File: src/rtl/cond_pkg.sv
// rtl/cond_pkg.sv - condition codes, NZCV bit positions and flag type for cond_flag_unit
package cond_pkg;

    typedef enum logic [3:0] {
        EQ = 4'h0, NE, CS, CC, MI, PL, VS, VC,
        HI, LS, GE, LT, GT, LE, AL,
        NV = 4'hF
    } cond_e;

    localparam int FLG_N = 3;
    localparam int FLG_Z = 2;
    localparam int FLG_C = 1;
    localparam int FLG_V = 0;

    typedef logic [3:0] flags_t;

endpackage

File: src/rtl/cond_check.sv
// rtl/cond_check.sv - combinational evaluation of a 4-bit condition field against stored NZCV
module cond_check
    import cond_pkg::*;
(
    input  logic [3:0] i_cond,
    input  flags_t     i_flags,
    output logic       o_cond_ex
);

    logic w_n, w_z, w_c, w_v, w_ge;

    assign w_n  = i_flags[FLG_N];
    assign w_z  = i_flags[FLG_Z];
    assign w_c  = i_flags[FLG_C];
    assign w_v  = i_flags[FLG_V];
    assign w_ge = (w_n == w_v);

    always_comb begin
        o_cond_ex = 1'b0;
        case (cond_e'(i_cond))
            EQ: o_cond_ex = w_z;
            NE: o_cond_ex = ~w_z;
            CS: o_cond_ex = w_c;
            CC: o_cond_ex = ~w_c;
            MI: o_cond_ex = w_n;
            PL: o_cond_ex = ~w_n;
            VS: o_cond_ex = w_v;
            VC: o_cond_ex = ~w_v;
            HI: o_cond_ex = w_c & ~w_z;
            LS: o_cond_ex = ~w_c | w_z;
            GE: o_cond_ex = w_ge;
            LT: o_cond_ex = ~w_ge;
            GT: o_cond_ex = ~w_z & w_ge;
            LE: o_cond_ex = w_z | ~w_ge;
            AL: o_cond_ex = 1'b1;
            NV: o_cond_ex = 1'b0;
            default: o_cond_ex = 1'b0;
        endcase
    end

endmodule

File: src/rtl/cond_flag_unit.sv
// rtl/cond_flag_unit.sv - NZCV register, condition gating of PCS/RegW/MemW; COND_OVF_COUNT_EN adds overflow counter
module cond_flag_unit
    import cond_pkg::*;
#(
    parameter int CNT_W = 16
) (
    input  logic       clk,
    input  logic       rst_n,
    input  logic       en,
    input  logic [3:0] Cond,
    input  logic [3:0] ALUFlags,
    input  logic [1:0] FlagW,
    input  logic       PCS,
    input  logic       RegW,
    input  logic       MemW,
    input  logic       NoWrite,
    output logic       PCSrc,
    output logic       RegWrite,
    output logic       MemWrite,
    output logic       CondEx,
    output flags_t     Flags
`ifdef COND_OVF_COUNT_EN
    ,
    input  logic             ovf_clr,
    output logic [CNT_W-1:0] ovf_count
`endif
);

    flags_t r_flags;
    logic   w_cond_ex;
    logic   w_wr_nz;
    logic   w_wr_cv;

    // Condition is judged on flags left by earlier instructions, not this ALU result
    cond_check u_cond_check (
        .i_cond    (Cond),
        .i_flags   (r_flags),
        .o_cond_ex (w_cond_ex)
    );

    assign w_wr_nz = en & w_cond_ex & FlagW[1];
    assign w_wr_cv = en & w_cond_ex & FlagW[0];

    always_ff @(posedge clk or negedge rst_n) begin
        if (!rst_n) begin
            r_flags <= '0;
        end else begin
            if (w_wr_nz) begin
                r_flags[FLG_N] <= ALUFlags[FLG_N];
                r_flags[FLG_Z] <= ALUFlags[FLG_Z];
            end
            if (w_wr_cv) begin
                r_flags[FLG_C] <= ALUFlags[FLG_C];
                r_flags[FLG_V] <= ALUFlags[FLG_V];
            end
        end
    end

    assign CondEx   = w_cond_ex;
    assign PCSrc    = PCS & w_cond_ex;
    assign RegWrite = RegW & w_cond_ex & ~NoWrite;
    assign MemWrite = MemW & w_cond_ex;
    assign Flags    = r_flags;

`ifdef COND_OVF_COUNT_EN
    logic [CNT_W-1:0] r_ovf_count;

    always_ff @(posedge clk or negedge rst_n) begin
        if (!rst_n) begin
            r_ovf_count <= '0;
        end else if (ovf_clr) begin
            r_ovf_count <= '0;
        end else if (w_wr_cv && ALUFlags[FLG_V] && (r_ovf_count != {CNT_W{1'b1}})) begin
            r_ovf_count <= r_ovf_count + 1'b1;
        end
    end

    assign ovf_count = r_ovf_count;
`endif

endmodule

File: config.mk
export PLATFORM = sky130hd
export DESIGN_NAME = cond_flag_unit
export DESIGN_NICKNAME = d
export VERILOG_FILES = /design/src/rtl/cond_pkg.sv /design/src/rtl/cond_check.sv /design/src/rtl/cond_flag_unit.sv
export SDC_FILE = /design/constraint.sdc
export NUM_CORES = 1
export LEC_CHECK = 0
export CAP_MARGIN = 40
export CORE_AREA = 2 2 39 41
export CTS_CLUSTER_SIZE = 10
export DETAILED_ROUTE_END_ITERATION = 7
export DIE_AREA = 0 0 41 43
export PLACE_DENSITY = 0.69
export SETUP_SLACK_MARGIN = 0.3
export SLEW_MARGIN = 20
export SYNTH_ARGS = -nofsm -noshare
export SYNTH_HDL_FRONTEND = slang
export SYNTH_SLANG_ARGS = --single-unit
File: constraint.sdc
create_clock -name clk -period 2.34 [get_ports clk]
set_input_delay 0.351 -clock clk [delete_from_list [all_inputs] [get_ports clk]]
set_output_delay 0.351 -clock clk [all_outputs]
set_load 0.05 [all_outputs]
==> results.md, run 1 <==
* Status: finished with violations
* Failing checks: negative setup slack
* Area of the mapped netlist at ~420 um2
* Clock-pin slew on the worst setup and hold paths at 0.04 ns
* Max reg flops at 4
* Synth async-reset ratio at 1.00
* Clock Sinks at 4
* Critical path arrival at between 2 and 2.5 ns
* Switch Pwr at roughly 0.47 mW
* Vias in the first global route at 525
* Flops & latches, synth at 4
* Worst skew pair latency at 0.24 ns
* Register share of total power at 0.151
* Final hold vios at 0
* DR vias/cell at between 4 and 5
* Final HPWL from detailed placement at 903 um
* Crit Path Class: in2out
* Leading post-synthesis cells by cell area: dfrtp_1 (24%), mux2_1 (11%), xnor2_1 (6.2%)
* Final #Nets at 110
* Total power at roughly 1.0 mW
* Cell Rows at 14
* Final Cycle Share at 1.02
* CTS Root Cell: clkbuf_4
* Post-synth top cells: inv_1 (6), nor2_1 (5), dfrtp_1 (4), mux2_1 (4)
* DRT antenna net count at 0
* Clk buf depth at 2
* Smallest setup slack after layout at -0.0538 ns
* Clock network power share at 0.092
* RSZ-0062 raised after global routing: yes
* Mapped Nets at 68
* # DRC at 0
* Worst setup path start: Cond[0]
* Power Density at 1050 nW/um2
* GR Util All Layers at 0.173
* Wire length per cell at 12.1 um
* Top-area cell type share of the netlist area at 0.236
* CTS buffer count at 3
* Post-DP Area at a little over 800 um2
* Share of layout cells above drive strength 1 at 0.446
* Die X at 41 um
* FF-to-FF End: Flags[3]
* Most common cell in the netlist: inv_1
* Post-synth top flop: dfrtp_1
* Chip Height at around 43 um
* Slew @ Worst Pin at slightly below 0.5 ns
* Io pins at 25
* Internal Power at between 0.5 and 0.6 mW
* Syn-to-layout area delta at 127%
* Final instance area at 962 um2
* Highest clock rate at roughly 0.42 GHz
* Count of different cell masters after synthesis at 28
* Antenna violations before repair at 0
* Core ar. at ~1400 um2
* FF-to-FF path depth at 9
* Req. time, crit path at between 1.5 and 2 ns
* Clock skew at ~0.0034 ns
* Maxcap violations at 0
* CP Capture Type: output port
* Worst Setup EP: RegWrite
* Area of the multi-input gates at approximately 380 um2
* Leak at ~0.42 nW
* DR iter-0 viols at 4
* PortBufs at 24
* Hold_ws at 0.320 ns
* Filler cell count at approximately 110
* # diodes at 0
* Largest net degree at the start of global routing at 10
* Syn Inst Count at between 50 and 60
* First-pass GRT wire length at between 2000 and 2500 um
* Power share of the combinational group at 0.757
* Storage element area at ~100 um2
* Drt total wl at around 1300 um
* Crit Path Max Fanout at 4
* Post-synthesis sequential area ratio at 0.236
* TritonRoute pass-1 iters at 4
* H-tree depth at 1
* Initial Utilization at 0.307
* Post-synth top area cell: dfrtp_1
* Via count at ~530
* Post-Place Worst Slack at -0.291 ns
* Congestion Overflow GR at 0
* HP Class: in2async
* Reg-to-reg startpoint: Flags[0]
* TritonCTS clock tree: done
* Final min period at 2.39 ns
* Die ar. at between 1500 and 2000 um2
* Flop-to-flop setup slack at 0.16 ns
* Switch share at 0.463
* VDD IR-drop max at between 1000 and 1500 uV
* EDFF count, synth at 0
* Setup tns final at -0.0953 ns
* Ys Warns at 0
* Final Max Tran Viols at 0
* Syn_area_per_cell at ~8.3 um2
* Gpl congestion at approximately 0.75
* Relative slew slack at 0.669
* Setup violators final at 2
* Startpoint types: input port
[per-stage QoR]
stage               utilization  cells
floorplan                     -     51
global placement          0.581     98
detailed placement        0.581     98
CTS                       0.660    106
global route              0.695    108
finish                    0.695    108
[how the worst min path moves through the flow]
stage	from	end	cells past startpoint
3_5_place_dp	Flags[1]	Flags[1]	1
4_1_cts	rst_n	Flags[2]	1
6_report	rst_n	Flags[2]	1
5_1_grt	rst_n	Flags[2]	1
3_3_place_gp	rst_n	Flags[1]	1
2_1_floorplan	rst_n	Flags[0]	0
[kinds of logic (layout without fill, tap and decap cells)]
| group | after synthesis | count (layout) | synth area share |
|---|---|---|---|
| muxes | 5 | 5 | 0.130 |
| and+or+nand+nor | 21 | 21 | 0.292 |
| buffers and inverters | 9 | 50 | 0.100 |
| xor gates and xnor gates | 4 | 4 | 0.0826 |
| AOI/OAI and AO/OA | 8 | 8 | 0.159 |
| DFF | 4 | 4 | 0.236 |
[power groups by stage]
stage / Clock, mW / Sequential (mW) / Combinational (mW)
after floorplan: 0 / 0.277 / 0.236
after global placement: 0 / 0.160 / 0.604
after detailed placement: 0 / 0.161 / 0.606
after CTS: 0.0991 / 0.152 / 0.711
after global routing: 0.105 / 0.159 / 0.803
final: 0.0929 / 0.153 / 0.764
[layout by cell type, fill, tap and decap left out, types with 3 or more instances in the layout]
master / synthesis / final
clkbuf_4: 0 / 3
dfrtp_2: 0 / 3
nand2_1: 3 / 3
dlygate4sd2_1: 0 / 3
buf_6: 1 / 3
clkdlybuf4s50_1: 0 / 17
buf_12: 0 / 4
mux2_4: 0 / 3
buf_4: 0 / 13
inv_1: 6 / 6
nand3_4: 0 / 3
xnor2_1: 3 / 3
[worst max-delay path: stages]
cell	delay, ns
dlygate4sd2_1	0.26
or4b_1	0.52
o211a_1	0.25
o2111ai_4	0.11
nand3_4	0.13
nor3b_4	0.25
buf_12	0.16
[layout make-up]
class / count / area share
tap: 16 / 0.0208
inverter: 6 / 0.0234
clock buffer: 4 / 0.0273
multi-input combinational: 38 / 0.397
sequential: 4 / 0.108
timing repair buffer: 40 / 0.424
[metal layers]
| metal | global-route usage | wire, um |
|---|---|---|
| met4 | 0.0800 | 0 |
| met2 | 0.275 | 677 |
| met5 | 0 | 0 |
| met1 | 0.212 | 589 |
| met3 | 0.0314 | 43 |
[repair_timing]
item / in CTS / in global routing
gates resized for setup: 15 / 6
pin swaps: 5 / 3
endpoints found under the setup margin: 8 / 8
hold buffers: 0 / 0
buffers inserted: 4 / 2
Note: power is estimated with default switching activity, not from simulation.
==> run 2: changes to the inputs <==
--- a/config.mk
+++ b/config.mk
@@ -16,3 +16,4 @@
 export SYNTH_ARGS = -nofsm -noshare
 export SYNTH_HDL_FRONTEND = slang
 export SYNTH_SLANG_ARGS = --single-unit
+export TNS_END_PERCENT = 50
==> constraint.sdc (replaced) <==
create_clock -name clk -period 2.5 [get_ports clk]
set_input_delay 0.375 -clock clk [delete_from_list [all_inputs] [get_ports clk]]
set_output_delay 0.375 -clock clk [all_outputs]
set_load 0.05 [all_outputs]
==> run 2 against run 1 <==
- the flow now finishes without violations
- first-iteration DRC count grew to 2.8 times the previous value
- clock skew shrank 0.0019 ns
- non-clock buffer count down 3
- routed wire length fell by 7.9%
- global-route usage down 0.10 points
- design area fell by 7.8%
- die area did not move
- flip-flop and latch count stayed put
- largest cell class unchanged
- power decreased by 12%
- critical endpoint unchanged
- sequential power is 8% lower
- largest power group unchanged
- core utilization fell by 5.4 points
- highest routed layer is now met4
==> results.md, run 2 (synthesized netlist as in run 1, its figures left out) <==
* Status: complete, no violations
* Die ar. at 1760 um2 (unchanged)
* Startpoint types: flop
* Wire length per cell at 11.5 um (-5.2%)
* Worst setup path start: Flags[0]
* Commonest cells after routing, fill and taps aside: clkdlybuf4s50_1 (17), buf_4 (13), inv_1 (6)
* Highest clock rate at 0.415 GHz
* CTS Root Cell: clkbuf_4
* Gpl congestion at 0.736 (-1.9%)
* Setup violators final at 0 (-2)
* Slew @ Worst Pin at 0.497 ns (+0.00244 ns)
* Largest net degree at the start of global routing at 10 (unchanged)
* Antenna violations before repair at 0 (unchanged)
* Via count at 508 (-4.0%)
* GR Util All Layers at 0.172 (-0.00101)
* VDD IR-drop max at 855 uV (-17%)
* RSZ-0062 raised after global routing: yes
* # DRC at 0 (unchanged)
* HP Class: in2async
* Cts hold-fix bufs at 0 (unchanged)
* Congestion Overflow GR at 0 (unchanged)
* Io pins at 25 (unchanged)
* Final #Nets at 107 (-2.7%)
* Chip Height at 43 um (unchanged)
* TritonRoute pass-1 iters at 4 (unchanged)
* Drt total wl at 1210 um (-7.9%)
* Worst skew pair latency at 0.24 ns (about the same)
* DR vias/cell at 4.84 (-1.2%)
* Power Density at 996 nW/um2 (-5.1%)
* Share of layout cells above drive strength 1 at 0.360 (-0.0861)
* Crit Path Class: reg2out
* Internal Power at 0.466 mW (-14%)
* # diodes at 0 (unchanged)
* First-pass GRT wire length at 2100 um (-0.66%)
* Critical path arrival at 2.04 ns (about the same)
* Req. time, crit path at 2.12 ns (+0.13 ns)
* Switch share at 0.473 (+0.0102)
* Fin util at 0.641 (-0.0542)
* Register share of total power at 0.159 (+0.008)
* Core ar. at 1380 um2 (unchanged)
* Clock-pin slew on the worst setup and hold paths at 0.04 ns (about the same)
* Filler-free cell count of the finished design at 105 (-2.8%)
* Initial Utilization at 0.307 (unchanged)
* DRT antenna net count at 0 (unchanged)
* Final Max Tran Viols at 0 (unchanged)
* CP Capture Type: output port
* Most common cell after layout, fill and taps aside: clkdlybuf4s50_1
* Relative slew slack at 0.668 (-0.00163)
* Switch Pwr at 0.418 mW (-11%)
* Maxcap violations at 0 (unchanged)
* Final min period at 2.41 ns
* CTS buffer count at 3 (unchanged)
* Leak at 0.381 nW (-9.2%)
* H-tree depth at 1 (unchanged)
* Syn-to-layout area delta at 109%
* TritonCTS clock tree: done
* PortBufs at 24 (unchanged)
* Clock network power share at 0.102 (+0.010)
* DP Cell Count at 96 (-2.0%)
* Reg-to-reg startpoint: Flags[2]
* Clock skew at 0.00145 ns (-0.00194 ns)
* Vias in the first global route at 522 (-0.57%)
* Final HPWL from detailed placement at 882 um (-2.4%)
* Clk buf depth at 2 (unchanged)
* Final hold vios at 0 (unchanged)
* Cell Rows at 14 (unchanged)
* Power share of the combinational group at 0.739 (-0.018)
* Max reg flops at 4 (unchanged)
* Crit Path Max Fanout at 4 (unchanged)
* Clock Sinks at 4 (unchanged)
* Final Cycle Share at 0.965
* Die X at 41 um (unchanged)
* DR iter-0 viols at 11 (+7)
==> run 2: metal layers <==
layer / GRT usage / vias to the layer above / share of wire
met2: 0.263 / 20 / 0.50
li1: - / 259 / -
met4: 0.107 / 0 / 0.026
met3: 0.0157 / 3 / 0.048
met1: 0.219 / 226 / 0.43
met5: 0 / - / 0
==> run 2: critical path, cell delays in order (launching register included) <==
cell and delay, ns:
dfrtp_2 0.40, or4b_1 0.49, o211a_1 0.24, o2111ai_4 0.11
nand3_4 0.13, nor3b_4 0.25, buf_12 0.16
==> run 2: what timing repair did <==
| action | in CTS | in global routing |
|---|---|---|
| setup buffers | 4 | 1 |
| gates resized for setup | 7 | 4 |
| endpoints found under the setup margin | 8 | 4 |
| pin swaps | 4 | 3 |
| endpoints found under the hold margin | 0 | 0 |
==> run 2: power groups by stage <==
stage	sequential (mW)	clock, mW	combinational (mW)
floorplan	0.260	0	0.221
CTS	0.138	0.0938	0.623
global placement	0.160	0	0.540
global route	0.147	0.100	0.687
finish	0.141	0.0898	0.653
detailed placement	0.160	0	0.542
==> run 2: cell type report <==
cell class | instances | area (um2)
timing repair buffer | 37 | 375
clock buffer | 4 | 26.3
tap | 16 | 20.0
multi-input combinational | 38 | 339
sequential | 4 | 104
fill | 111 | 497
inverter | 6 | 22.5
==> run 2: path summary, 6_finish.rpt <==
path / endpoint / slack, ns / depth (start not counted)
min in group clk: Flags[1] / 0.59 / 1
hold / removal: Flags[2] / 0.33 / 1
max in group asynchronous: Flags[0] / 1.98 / 1
hold reg to reg: Flags[1] / 0.59 / 1
setup reg to reg: Flags[1] / 0.50 / 8
setup / recovery: RegWrite / 0.09 / 6
==> run 2: per-stage QoR <==
step	worst slack [ns]	power (mW)	instance area (um2)	TNS, ns	hold slack, ns
finish	0.0880	0.884	887	0	0.335
CTS	0.0678	0.854	856	0	0.332
global placement	-0.129	0.701	790	-0.240	0.560
detailed placement	-0.174	0.702	790	-0.590	0.563
floorplan	0.0731	0.480	449	0	0.0794
global route	0.0169	0.934	887	0	0.331
